==> src/rtl/fifo_serial_tx_if.sv <==
// Bundle between the FIFO drain stage and its environment: FIFO read handshake,
// serial line and frame status.
interface fifo_serial_tx_if #(
    parameter int DATA_W = 17
);
    logic              enable;
    logic              fifo_empty;
    logic [DATA_W-1:0] fifo_data;
    logic              fifo_pull;
    logic              ser_out;
    logic              busy;
    logic              frame_done;

    modport master (
        input  enable, fifo_empty, fifo_data,
        output fifo_pull, ser_out, busy, frame_done
    );

    modport slave (
        output enable, fifo_empty, fifo_data,
        input  fifo_pull, ser_out, busy, frame_done
    );
endinterface

==> src/rtl/fifo_serial_tx.sv <==
// FIFO drain stage: pulls one word at a time and sends it as start/data(LSB first)/stop.
// Define SERIAL_TX_PARITY_EN to add an even-parity bit between the data and the stop bit.
module fifo_serial_tx #(
    parameter int DATA_W  = 17,
    parameter int CLK_DIV = 4
) (
    input logic              clk,
    input logic              rst,
    fifo_serial_tx_if.master bus
);
    localparam int               BIT_W    = (DATA_W > 1) ? $clog2(DATA_W) : 1;
    localparam logic [BIT_W-1:0] BIT_LAST = BIT_W'(DATA_W - 1);
    localparam logic [7:0]       DIV_LAST = 8'(CLK_DIV - 1);

    typedef enum logic [2:0] {
        S_IDLE,
        S_PULL,
        S_CAPT,
        S_START,
        S_DATA,
`ifdef SERIAL_TX_PARITY_EN
        S_PARITY,
`endif
        S_STOP
    } state_t;

    state_t            state;
    state_t            state_nxt;
    logic [7:0]        div_cnt;
    logic [BIT_W-1:0]  bit_cnt;
    logic [DATA_W-1:0] shreg;
    logic              ser_q;
    logic              done_q;
    logic              div_wrap;
    logic              bit_last;
    logic              pull_c;
    logic              busy_c;

`ifdef SERIAL_TX_PARITY_EN
    logic par_q;

    function automatic logic even_parity(input logic [DATA_W-1:0] w);
        return ^w;
    endfunction
`endif

    assign div_wrap = (div_cnt == DIV_LAST);
    assign bit_last = (bit_cnt == BIT_LAST);

    always_ff @(posedge clk) begin
        if (rst) begin
            state <= S_IDLE;
        end else begin
            state <= state_nxt;
        end
    end

    always_comb begin
        state_nxt = state;
        case (state)
            S_IDLE: begin
                if (bus.enable && !bus.fifo_empty) begin
                    state_nxt = S_PULL;
                end
            end
            S_PULL:  state_nxt = S_CAPT;
            S_CAPT:  state_nxt = S_START;
            S_START: begin
                if (div_wrap) begin
                    state_nxt = S_DATA;
                end
            end
            S_DATA: begin
                if (div_wrap && bit_last) begin
`ifdef SERIAL_TX_PARITY_EN
                    state_nxt = S_PARITY;
`else
                    state_nxt = S_STOP;
`endif
                end
            end
`ifdef SERIAL_TX_PARITY_EN
            S_PARITY: begin
                if (div_wrap) begin
                    state_nxt = S_STOP;
                end
            end
`endif
            S_STOP: begin
                if (div_wrap) begin
                    state_nxt = S_IDLE;
                end
            end
            default: state_nxt = S_IDLE;
        endcase
    end

    // Pull strobe is a pure state decode, so exactly one pulse per visit to PULL.
    always_comb begin
        pull_c = 1'b0;
        busy_c = 1'b1;
        case (state)
            S_IDLE:  busy_c = 1'b0;
            S_PULL:  pull_c = 1'b1;
            default: ;
        endcase
    end

    assign bus.fifo_pull  = pull_c;
    assign bus.busy       = busy_c;
    assign bus.ser_out    = ser_q;
    assign bus.frame_done = done_q;

    // Line register and shifter: ser_q only moves at a divider wrap or on capture.
    always_ff @(posedge clk) begin
        if (rst) begin
            div_cnt <= '0;
            bit_cnt <= '0;
            shreg   <= '0;
            ser_q   <= 1'b1;
            done_q  <= 1'b0;
`ifdef SERIAL_TX_PARITY_EN
            par_q   <= 1'b0;
`endif
        end else begin
            done_q <= 1'b0;
            case (state)
                S_CAPT: begin
                    shreg   <= bus.fifo_data;
                    ser_q   <= 1'b0;
                    div_cnt <= '0;
                    bit_cnt <= '0;
`ifdef SERIAL_TX_PARITY_EN
                    par_q   <= even_parity(bus.fifo_data);
`endif
                end
                S_START: begin
                    div_cnt <= div_wrap ? 8'd0 : div_cnt + 8'd1;
                    if (div_wrap) begin
                        ser_q <= shreg[0];
                    end
                end
                S_DATA: begin
                    div_cnt <= div_wrap ? 8'd0 : div_cnt + 8'd1;
                    if (div_wrap) begin
                        if (bit_last) begin
`ifdef SERIAL_TX_PARITY_EN
                            ser_q <= par_q;
`else
                            ser_q <= 1'b1;
`endif
                        end else begin
                            shreg   <= shreg >> 1;
                            ser_q   <= shreg[1];
                            bit_cnt <= bit_cnt + BIT_W'(1);
                        end
                    end
                end
`ifdef SERIAL_TX_PARITY_EN
                S_PARITY: begin
                    div_cnt <= div_wrap ? 8'd0 : div_cnt + 8'd1;
                    if (div_wrap) begin
                        ser_q <= 1'b1;
                    end
                end
`endif
                S_STOP: begin
                    div_cnt <= div_wrap ? 8'd0 : div_cnt + 8'd1;
                    if (div_wrap) begin
                        done_q <= 1'b1;
                    end
                end
                default: ;
            endcase
        end
    end
endmodule

==> src/flat_wrapper.sv <==
// flat-port wrapper written by rule: the top's interface ports become plain ports
module fifo_serial_tx_flat 
#(
    parameter int DATA_W  = 17,
    parameter int CLK_DIV = 4
)
  (clk, rst, bus_enable, bus_fifo_empty, bus_fifo_data, bus_fifo_pull, bus_ser_out, bus_busy, bus_frame_done);
  fifo_serial_tx_if #(.DATA_W(DATA_W)) bus_i ();
  input logic clk;
  input logic rst;
  input wire logic [$bits(bus_i.enable)-1:0] bus_enable;
  input wire logic [$bits(bus_i.fifo_empty)-1:0] bus_fifo_empty;
  input wire logic [$bits(bus_i.fifo_data)-1:0] bus_fifo_data;
  output wire logic [$bits(bus_i.fifo_pull)-1:0] bus_fifo_pull;
  output wire logic [$bits(bus_i.ser_out)-1:0] bus_ser_out;
  output wire logic [$bits(bus_i.busy)-1:0] bus_busy;
  output wire logic [$bits(bus_i.frame_done)-1:0] bus_frame_done;
  assign bus_i.enable = bus_enable;
  assign bus_i.fifo_empty = bus_fifo_empty;
  assign bus_i.fifo_data = bus_fifo_data;
  assign bus_fifo_pull = bus_i.fifo_pull;
  assign bus_ser_out = bus_i.ser_out;
  assign bus_busy = bus_i.busy;
  assign bus_frame_done = bus_i.frame_done;
  fifo_serial_tx #(.DATA_W(DATA_W), .CLK_DIV(CLK_DIV)) u_core (.clk(clk), .rst(rst), .bus(bus_i));
endmodule
==> config.mk <==
export PLATFORM = sky130hd
export DESIGN_NAME = fifo_serial_tx_flat
export DESIGN_NICKNAME = d
export VERILOG_FILES = /design/src/rtl/fifo_serial_tx_if.sv /design/src/rtl/fifo_serial_tx.sv /design/src/flat_wrapper.sv
export SDC_FILE = /design/constraint.sdc
export NUM_CORES = 1
export LEC_CHECK = 0
export ABC_AREA = 1
export CAP_MARGIN = 15
export CORE_AREA = 10 10 88 90
export CTS_BUF_LIST = sky130_fd_sc_hd__clkbuf_4
export DETAILED_ROUTE_END_ITERATION = 7
export DIE_AREA = 0 0 98 100
export GPL_ROUTABILITY_DRIVEN = 0
export SETUP_SLACK_MARGIN = 0.4
export SYNTH_ARGS = -nofsm -noshare
export SYNTH_HDL_FRONTEND = slang
export SYNTH_SLANG_ARGS = --single-unit
==> constraint.sdc <==
create_clock -name clk -period 1.8 [get_ports clk]
set_clock_uncertainty 0.2 [all_clocks]
set_input_delay 0.54 -clock clk [delete_from_list [all_inputs] [get_ports clk]]
set_output_delay 0.54 -clock clk [all_outputs]
set_load 0.02 [all_outputs]
## Yosys cells after proc, flatten, opt, wreduce, memory -nomap -nowiden

Cells that the tools add are included.

| word-level totals | value |
|---|---|
| flip-flop bits (word level) | 35 |
| input bits | 21 |
| output and inout port bits | 4 |

| operators by class | value |
|---|---|
| $add $sub $neg | 2 |
| equal/unequal tests | 13 |
| mux-type cells | 20 |
| bitwise operators | 1 |
| reduce and logical (&&, ||, !) cells | 12 |

Operators by type and width:

| kind | count |
|---|---|
| 17-bit 2-to-1 mux | 2 |
| 17-bit one-hot mux with 2 select lines | 1 |
| 3-bit one-hot mux with 6 select lines | 1 |
| 8-bit one-hot mux with 2 select lines | 1 |
| 3-bit 2-to-1 mux | 4 |
| 5-bit 2-to-1 mux | 2 |
| 2-bit by 1-bit inequality test with 1-bit output, second input constant | 5 |
| 5-bit one-hot mux with 2 select lines | 1 |
| 8-bit by 1-bit adder with 8-bit output, second input constant | 1 |
| 8-bit by 2-bit == test with 1-bit output, second input constant | 1 |
| 8-bit 2-to-1 mux | 1 |
| 3-bit by 2-bit == test with 1-bit output, second input constant | 2 |
| 3-bit == test, second input constant | 2 |
| 1-bit 2-to-1 mux | 6 |
| 3-bit AND reduction | 2 |
| 5-bit by 1-bit adder with 5-bit output, second input constant | 1 |
| 5-bit == test, second input constant | 1 |
| 4-bit AND reduction | 1 |
| 2-bit nonzero test | 2 |
| 3-bit by 1-bit == test with 1-bit output, second input constant | 1 |
| 3-bit zero test | 1 |
| 1-bit one-hot mux with 3 select lines | 1 |
| 3-bit nonzero test | 1 |
| 3-bit OR reduction | 1 |
| 5 further kinds | 6 |

## Depth between registers and ports, before layout

Gate-level depths: netlist (run 1).

| logic depth | value |
|---|---|
| word-level depth | 4 |
| mapped depth | 11 |
| gate-level depth less buffers | 11 |

## Least setup slack after synthesis (run 1)

No wires, ideal clock.

| timing | value |
|---|---|
| path type | flip-flop to output port |
| from | register u_core.state[0] |
| to | output port bus_fifo_pull |
| arrival time | 1032 ps |
| required time | 1060 ps |
| slack | 28 ps |
| cell stages (with the launch flop) | 3 |
| buffers on the path | 0 |
| cell sequence | dfxtp_1 inv_1 nor3_1 |

| between the ends | value |
|---|---|
| longest elaborated chain between the ends | 2 |

RTL lines:

| element | line | text |
|---|---|---|
| from (decl) | fifo_serial_tx.sv:27 | `state_t state;` |
| from (signal assigned) | fifo_serial_tx.sv:54 | `state <= state_nxt;` |
| 3-bit by 1-bit == test with 1-bit output | fifo_serial_tx.sv:102 | `case (state)` |
| 1-bit 2-to-1 mux | fifo_serial_tx.sv:102 |  |
| to (decl) | flat_wrapper.sv:14 | `output wire logic [$bits(bus_i.fifo_pull)-1:0] bus_fifo_pull;` |

Every way passes these cells.

## Final worst setup path (run 1)

| timing | value |
|---|---|
| from | register u_core.state[2] |
| to | output port bus_fifo_pull |

Same word-level chain as after synthesis.

==> impl_metrics.toml, run 1 <==
[status]
status = "finished, violations left"
violations = "negative setup slack"

[setup_path]
slowest_stage = "dfxtp_4"
arrival_ns = 1.07
critPathTopFamily = "flip-flops"
cpPeakStageDelay_ns = 0.38
worstPathMaxFanout = 4
crit_buf_inv = 1
worst_setup_path_start_kind = "flop"
setup.worst_path.end_class = "output port"
crit_chain = "nor3_4 -> buf_6"
critPathRequiredTime_ns = 1.06
criticalPathCategory = "reg2out"

[grt]
grt_pass1_wl_um = 9180
antenna_found_initial = 0
grt_use_total = 0.111
grt_max_degree = 23
grt_overflow = 0
grt_pass1_vias = 2028

[detailed_routing]
drtAntennaViolNets = 0
wirelength_um = 5880
drc = 0
viasPerCell = 4.75
first_iter_violations = 108
wl_per_cell_um = 12.9
vias = 2172
dr.pass1.iters = 4

[synth]
yosysMostFrequentCell = "nand2_1"
synth_edf_count = 0
ys_seq_area_frac = 0.338
syn-num-nets = 345
synth_seq_cells = 35
syn_area_per_cell_um2 = 6.46
synth_top_cells_by_count = "91 x nand2_1, 40 x nor2_1, 35 x dfxtp_1"
netlist.area_leader.share = 0.338
synth_area_um2 = 2070
synth_cell_type_count = 30
synth_ff_type = "dfxtp_1"
postSynthCellCount = 321
yosys-top-cells-area = "dfxtp_1 34%, nand2_1 16%, nand3_1 8.0%"
async_flop_share = 0
yosysWarnings = 0
synth_top_area_cell = "dfxtp_1"

[timing]
rsz0062_at_grt = "true"
period_minus_slack_ns = 1.81
fin_ws_ns = -0.00786
max_slew_margin = 0.758
finalSetupViolCount = 2
hold_ws_ns = 0.285
finalHoldViolations = 0
period_share = 1.00
max_freq_mhz = 553
slew_viol_final = 0
tightestPinTransition_ns = 0.359
final.setup.tns_ns = -0.0119

[die]
die-height_um = 100
num_io_pins = 25
dieArea_um2 = 9800
coreArea_um2 = 6130
initial_core_util = 0.338
num_rows = 29
die_width_um = 98

[clock_tree]
clkLatencyLatePin_ns = 0.35
cts_sinks = 35
tritoncts.num_buffers = 5
cts_hold_buf = 0
clkSlewWorstSetupHoldPaths_ns = 0.10
cts_max_path_buffers = 2
htree_levels = 2
clockRootBuffer = "clkbuf_4"
cts_tree = "done"

[power_and_ir_drop]
power_mw = 3.66
power.density_nw_per_um2 = 1120
p_leak_nw = 1.40
peakVddDrop_uv = 851

[placement]
port-buffer-count = 24
place_hpwl_um = 3490
dp_slack_ns = -0.135
placedInstanceArea_um2 = 2550

[run]
maxCapViolations = 0

[final_layout]
final_layout_size_suffix_gt1_frac = 0.387
finalNetCount = 404
areaGrowthSynthToFinish_pct = 56.6
antenna_cells = 0
final_area_um2 = 3250

[hold_path]
worstHoldPathType = "reg2reg"
-- power by group --
part | switching (mW) | internal, mW | leakage (nW)
logic | 1.22 | 0.961 | 1.08
registers | 0.0988 | 0.966 | 0.289
clock network | 0.276 | 0.138 | 0.0285
total | 1.59 | 2.07 | 1.40
-- flip-flops by register name, indices dropped and copies added (netlist names) --
signal and cells:
u_core.bus.ser_out 1, u_core.shreg 17, u_core.bit_cnt 5, u_core.div_cnt 8, u_core.bus.frame_done 1, u_core.state 3
-- metrics by stage --
| step | std cells | utilization |
|---|---|---|
| 3_5_place_dp | 429 | 0.416 |
| 2_1_floorplan | 321 | - |
| 4_1_cts | 454 | 0.488 |
| 3_3_place_gp | 429 | 0.416 |
| 5_1_grt | 457 | 0.530 |
| 6_report | 457 | 0.530 |
-- placed cells by master, fill, tap and decap left out, types with 5 or more instances in the layout --
| cell | n |
|---|---|
| nor2_2 | 13 |
| nand3_1 | 23 |
| o21ai_0 | 17 |
| nand3_2 | 7 |
| clkbuf_4 | 5 |
| buf_4 | 21 |
| buf_6 | 16 |
| nor2_1 | 30 |
| nand2_4 | 7 |
| dfxtp_2 | 7 |
| inv_1 | 29 |
| nor2_4 | 11 |
| dfxtp_1 | 25 |
| nand2_2 | 13 |
| a21oi_2 | 10 |
| clkdlybuf4s50_1 | 20 |
| nand2_1 | 71 |
| inv_2 | 5 |
-- worst register-to-register path: stages (launching register included) --
cell and delay [ns]:
dfxtp_2 0.34, buf_6 0.11, nor2_4 0.09, buf_6 0.10, buf_6 0.10, nand2_8 0.09
nor2_8 0.12, nand2_8 0.06, buf_12 0.14, buf_12 0.13, nand3b_1 0.10, nand2_1 0.07
nor2_1 0.08
-- final cells by class --
class | count | area [µm²]
Sequential cell | 35 | 721
Tap cell | 77 | 96.3
Clock buffer | 5 | 37.5
Multi-Input combinational cell | 233 | 1480
Fill cell | 565 | 2880
Timing Repair Buffer | 64 | 706
Clock inverter | 2 | 8.76
Timing Repair inverter | 1 | 11.3
Inverter | 40 | 188
-- routing by layer --
metal | vias to the layer above | track usage | wire, µm
met2 | 32 | 0.197 | 3040
met1 | 1010 | 0.130 | 2570
li1 | 1124 | - | -
met3 | 6 | 0.0234 | 213
met4 | 0 | 0.0336 | 60
met5 | - | 0 | 0
-- timing repair --
item | CTS | global route
gates resized for setup | 78 | 59
hold endpoints to repair | 0 | 0
pin swaps | 21 | 14
cloned | 4 | 0
endpoints found under the setup margin | 37 | 39
buffers inserted | 14 | 3
-- cell families (layout without fill, tap and decap cells) --
logic type / Yosys count / after routing / synth area share
adders and majority gates: 3 / 3 / 0.0181
DFF: 35 / 35 / 0.338
AOI/OAI and AO/OA: 35 / 35 / 0.0869
and+or+nand+nor: 194 / 194 / 0.432
buffers and inverters: 53 / 112 / 0.121
xor gates and xnor gates: 1 / 1 / 0.00422
-- path summary, 6_finish.rpt --
path / end / from / slack [ns] / depth (start not counted)
setup / recovery: bus_fifo_pull / u_core.state[2]$_SDFFE_PP0P_ / -0.008 / 2
hold reg to reg: u_core.bit_cnt[0]$_SDFFE_PP0P_ / u_core.bit_cnt[0]$_SDFFE_PP0P_ / 0.29 / 1
setup reg to reg: u_core.shreg[1]$_SDFFE_PP0P_ / u_core.state[0]$_SDFFE_PP0P_ / 0.02 / 12
hold / removal: u_core.bit_cnt[0]$_SDFFE_PP0P_ / u_core.bit_cnt[0]$_SDFFE_PP0P_ / 0.29 / 1
Note: power is estimated with default switching activity, not from simulation.
==> run 2, diff against run 1 <==
- CTS_CLUSTER_SIZE: unset -> 16
- SLEW_MARGIN: unset -> 20
==> results of run 2 <==
No change in the layout: final DEF, timing and power equal those of run 1.
